--- src/rtl/debounce_pkg.sv ---
// Shared definitions for the push-button debouncer: per-channel state encoding
// and the default settle time for the 50 MHz board clock.
package debounce_pkg;

  typedef enum logic [1:0] {
    S_LOW     = 2'd0,
    S_WAIT_HI = 2'd1,
    S_HIGH    = 2'd2,
    S_WAIT_LO = 2'd3
  } state_t;

  // 20 ms worth of 50 MHz clock cycles
  localparam int DEFAULT_STABLE_CYCLES = 50_000_000 / 50;

endpackage

--- src/rtl/db_channel.sv ---
// One debounced button: two-flop synchronizer feeding a settle-time FSM that
// emits a registered level plus single-cycle press/release pulses.
module db_channel
  import debounce_pkg::*;
#(
  parameter int STABLE_CYCLES = DEFAULT_STABLE_CYCLES
) (
  input  logic clk,
  input  logic reset,
  input  logic raw,
  output logic db_level,
  output logic db_press,
  output logic db_release
);

  localparam int CNT_W = $clog2(STABLE_CYCLES);
  localparam logic [CNT_W-1:0] CNT_LAST = CNT_W'(STABLE_CYCLES - 1);

  logic             s1;
  logic             s2;
  state_t           state;
  logic [CNT_W-1:0] cnt;

  // raw is asynchronous to clk, so only s2 is allowed to reach the FSM
  always_ff @(posedge clk or posedge reset) begin
    if (reset) begin
      s1 <= 1'b0;
      s2 <= 1'b0;
    end else begin
      s1 <= raw;
      s2 <= s1;
    end
  end

  // Any s2 change during a WAIT state drops back to the previous stable state,
  // so the counter always measures one uninterrupted run of the new level.
  always_ff @(posedge clk or posedge reset) begin
    if (reset) begin
      state      <= S_LOW;
      cnt        <= '0;
      db_level   <= 1'b0;
      db_press   <= 1'b0;
      db_release <= 1'b0;
    end else begin
      db_press   <= 1'b0;
      db_release <= 1'b0;
      case (state)
        S_LOW: begin
          if (s2) begin
            state <= S_WAIT_HI;
            cnt   <= '0;
          end
        end
        S_WAIT_HI: begin
          if (!s2) begin
            state <= S_LOW;
          end else if (cnt == CNT_LAST) begin
            state    <= S_HIGH;
            db_level <= 1'b1;
            db_press <= 1'b1;
          end else begin
            cnt <= cnt + 1'b1;
          end
        end
        S_HIGH: begin
          if (!s2) begin
            state <= S_WAIT_LO;
            cnt   <= '0;
          end
        end
        S_WAIT_LO: begin
          if (s2) begin
            state <= S_HIGH;
          end else if (cnt == CNT_LAST) begin
            state      <= S_LOW;
            db_level   <= 1'b0;
            db_release <= 1'b1;
          end else begin
            cnt <= cnt + 1'b1;
          end
        end
        default: begin
          state <= S_LOW;
        end
      endcase
    end
  end

endmodule

--- src/rtl/button_debouncer.sv ---
// N independent debounced button channels; each bit of the output buses comes
// from its own db_channel instance.
module button_debouncer
  import debounce_pkg::*;
#(
  parameter int N_CH          = 2,
  parameter int STABLE_CYCLES = DEFAULT_STABLE_CYCLES
) (
  input  logic            clk,
  input  logic            reset,
  input  logic [N_CH-1:0] raw,
  output logic [N_CH-1:0] db_level,
  output logic [N_CH-1:0] db_press,
  output logic [N_CH-1:0] db_release
);

  for (genvar i = 0; i < N_CH; i++) begin : g_ch
    db_channel #(
      .STABLE_CYCLES(STABLE_CYCLES)
    ) u_ch (
      .clk       (clk),
      .reset     (reset),
      .raw       (raw[i]),
      .db_level  (db_level[i]),
      .db_press  (db_press[i]),
      .db_release(db_release[i])
    );
  end

endmodule
--- config.mk ---
export PLATFORM = sky130hd
export DESIGN_NAME = button_debouncer
export DESIGN_NICKNAME = d
export VERILOG_FILES = /design/src/rtl/debounce_pkg.sv /design/src/rtl/db_channel.sv /design/src/rtl/button_debouncer.sv
export SDC_FILE = /design/constraint.sdc
export NUM_CORES = 1
export LEC_CHECK = 0
export ABC_AREA = 1
export CELL_PAD_IN_SITES_DETAIL_PLACEMENT = 0
export CELL_PAD_IN_SITES_GLOBAL_PLACEMENT = 1
export CORE_ASPECT_RATIO = 0.9
export CORE_MARGIN = 4
export CORE_UTILIZATION = 31
export CTS_BUF_LIST = sky130_fd_sc_hd__clkbuf_4 sky130_fd_sc_hd__clkbuf_8
export CTS_CLUSTER_DIAMETER = 120
export DETAILED_ROUTE_END_ITERATION = 8
export GPL_TIMING_DRIVEN = 0
export PLACE_DENSITY = 0.6
export SKIP_CTS_REPAIR_TIMING = 1
export SLEW_MARGIN = 20
export SYNTH_ARGS = -nofsm -noshare
export SYNTH_HDL_FRONTEND = slang
export SYNTH_HIERARCHICAL = 1
export SYNTH_SLANG_ARGS = --single-unit
--- constraint.sdc ---
create_clock -name clk -period 2.3 [get_ports clk]
set_clock_uncertainty 0.2 [all_clocks]
set_input_delay 0.23 -clock clk [delete_from_list [all_inputs] [get_ports clk]]
set_output_delay 0.23 -clock clk [all_outputs]
set_load 0.1 [all_outputs]
==> run summary <==
Status: completed
Smallest hold slack: 0.132 ns
Power Total: 1.79 mW
Critical setup path kind: reg -> out
Min Clock Period, post-route: 2.23 ns
Post-synth top area share: 39.9%
Largest area contributor in the synthesized netlist: dfrtp_1
VDD IR max: 0.000287 V
Fraction of the yosys area taken by sequential cells: 39.9%
NumNets Final: 504
Count of yosys warnings during synthesis: 6
Placement-stage worst setup slack: 0.208 ns
Finished layout cell area: 0.00376 sq mm
Chip Height: 107 um
Sinks on the clock net: 54
Highest metal layer used by the detailed router: met4
Overall via count from detail_route: 3112
Crit-path max FO: 1
Max-cap check violation count: 0
Clock latency at the later pin of the worst-skew pair: 0.31 ns
Type of the most critical hold path: in -> async
Die width: 118 um
Data required time at the worst endpoint: 1.87 ns
Maximum frequency from static timing analysis: 449 MHz
Number of standard cells in the layout, taps in and fillers out: 628
Post-Synthesis Cells: 482
Tightest slew margin relative to the limit: 33.6%
Count of distinct cell types in the synthesized netlist: 24
Average detailed-routed wire length per instance: 14.9 um
Wire length of the first global-routing pass: 16.0 mm
Arrival time at the worst endpoint: 1.80 ns
Share of async-settable or async-resettable flops after synthesis: 100%
Cell class contributing the biggest share of worst-path delay: buffers and inverters
Count of pins over their slew limit: 0
Residual DRC: 0
Endpoints failing hold: 0
H-tree depth reported by CTS: 2
Cells taking the most area after synthesis: dfrtp_1 (40%), nand2_1 (16%), nand3_1 (8.6%), nor2_1 (7.0%), inv_1 (5.5%)
Slew @ Worst Pin: 0.993 ns
Number of enable-type register cells in the synthesized netlist: 0
Sequential standard cell area: 0.00135 sq mm
Post-Route Setup TNS: 0 ns
Synth Flop Type: dfrtp_1
Nets in the synthesized netlist: 488
Cell Chain, Critical Path: clkdlybuf4s50_1
Final-report setup violation count: 0
Largest net degree at the start of global routing: 28
Most used standard cells in the synthesized netlist: nand2_1 (143), nor2_1 (63), nand3_1 (58), dfrtp_1 (54), inv_1 (50)
Routability-driven placement congestion ratio: 0.862
Final cell utilization of the core: 35.9%
Antenna violations before repair: 0
Reg clk slew, reported paths: 0.11 ns
CORE AREA: 0.0105 sq mm
Final period utilization: 96.8%
Number of fillers in the final layout: 1116
Residual antenna-violating net count after detailed routing: 0
Unrepaired setup endpoints after global routing: no
Final worst-path setup slack: 0.0746 ns
Routed length on met2: 3.69 mm
Via-to-Cell Ratio: 4.96
Multi-input gate area: 0.00170 sq mm
DP Cell Count: 620
Number of top-level pins: 10
Number of synthesized register bits: 54
Share of final-layout standard cells stronger than drive strength 1: 7.82%
DRC violation total after the first TritonRoute iteration: 161
Clk buf depth: 2
Total of buffers placed on input and output ports: 9
Number of global-route vias before repair: 2984
Delay of the slowest critical-path stage: 1.14 ns
Total track usage: 15.9%
Count of buffering cells on the critical path with inverters included: 1
Total leakage power: 1.69 nW
Met1 wire length: 5.25 mm
Most frequent cell after synthesis: nand2_1
Clk root buf: clkbuf_8
Number of buffers added by the clock tree synthesis step: 5
Dpl cell area: 0.00364 sq mm
Area growth syn-to-layout: 11.0%
Effective utilization at floorplan: 32.3%
Final HPWL DP: 7.13 mm
Floorplan die area: 0.0127 sq mm
Critical Path End Type: output pin
Category of the worst setup path launch point: flop
Clock tree from TritonCTS: yes
Slowest-stage cell, CP: clkdlybuf4s50_1
DRT Wirelength: 9.38 mm
Number of diodes added for antenna fixing: 0
Residual overflow from global routing: 0
Mean post-synth cell area: 7.02 sq um
Metal3 WL: 360 um
FP Rows: 35
First-pass iteration count of the detailed router: 4
Total power per unit cell area: 477 mW/mm^2
Synthesized area: 0.00339 sq mm
## worst reg2reg max path, cell delays in order (launching register included)
cell      delay [ns]
dfrtp_1         0.45
ha_1            0.29
nand2_2         0.13
nor2_8          0.17
nand4_2         0.13
nor2_4          0.23
nor2_8          0.09
clkinv_8        0.07
buf_6           0.15
nand2_1         0.06
nand2_1         0.06
## registers in the layout (all words and copies together) (netlist names), named ones only
register / count
g_ch.u_ch/s1: 2
g_ch.u_ch/cnt: 40
g_ch.u_ch/s2: 2
g_ch.u_ch/db_release: 2
g_ch.u_ch/state: 2
g_ch.u_ch/db_press: 2
g_ch.u_ch/db_level: 2
## layout by cell type (no fill, tap or decap), drive strengths merged
cell type	n
nand2	145
nor2	69
nand3	58
inv	58
dfrtp	54
o21ai	43
nand4	26
buf	8
clkdlybuf4s50	7
clkbuf	7
xor2	6
or2	4
clkinvlp	2
nor3	2
clkinv	2
and2	2
ha	2
dlymetal6s2s	2
bufinv	1
o21bai	1
## per-layer routing
metal / global-route usage, % / vias to the layer above
met3: 2.11 / 5
met5: 0 / -
li1: - / 1580
met4: 3.01 / 0
met1: 25.7 / 1478
met2: 22.0 / 49
## power breakdown
group	internal, mW	total (mW)	switching (mW)	leakage, nW
Combinational	0.0373	0.125	0.0876	0.907
Sequential	0.966	0.987	0.0212	0.736
Clock	0.325	0.679	0.354	0.0504
Total	1.33	1.79	0.463	1.69
## worst paths after layout
kind                                                  from                                end  slack, ns  cells after the start
max                        g_ch[1].u_ch/db_press$_DFF_PP0_                        db_press[1]       0.07                      1
min in group clk                                    raw[1]          g_ch[1].u_ch/s1$_DFF_PP0_       0.14                      1
min                                                  reset  g_ch[1].u_ch/db_release$_DFF_PP0_       0.13                      2
max in group asynchronous                            reset    g_ch[0].u_ch/cnt[3]$_DFFE_PP0P_       1.34                      2
min reg2reg                      g_ch[0].u_ch/s1$_DFF_PP0_          g_ch[0].u_ch/s2$_DFF_PP0_       0.16                      0
max reg2reg                g_ch[1].u_ch/cnt[0]$_DFFE_PP0P_    g_ch[1].u_ch/cnt[2]$_DFFE_PP0P_       0.20                     10
## cell families (layout without fill, tap and decap cells)
kind of cell / Yosys count / count (layout) / share of synthesized area [%]
compound gates: 44 / 44 / 6.58
xor+xnor: 6 / 6 / 1.55
buf+inv: 70 / 87 / 9.83
simple gates: 306 / 306 / 41.4
flops: 54 / 54 / 39.9
fa+ha+maj: 2 / 2 / 0.739
## final cells by class
cell class | count | area share (%)
inverters | 60 | 6.66
flip-flops and latches | 54 | 36.0
repair buffers | 9 | 2.53
multi-input cells | 358 | 45.3
clock inverters | 3 | 1.20
well taps | 129 | 4.29
clock buffers | 5 | 1.83
plain buffers | 10 | 2.20
Power figures use the tool's default switching activity.
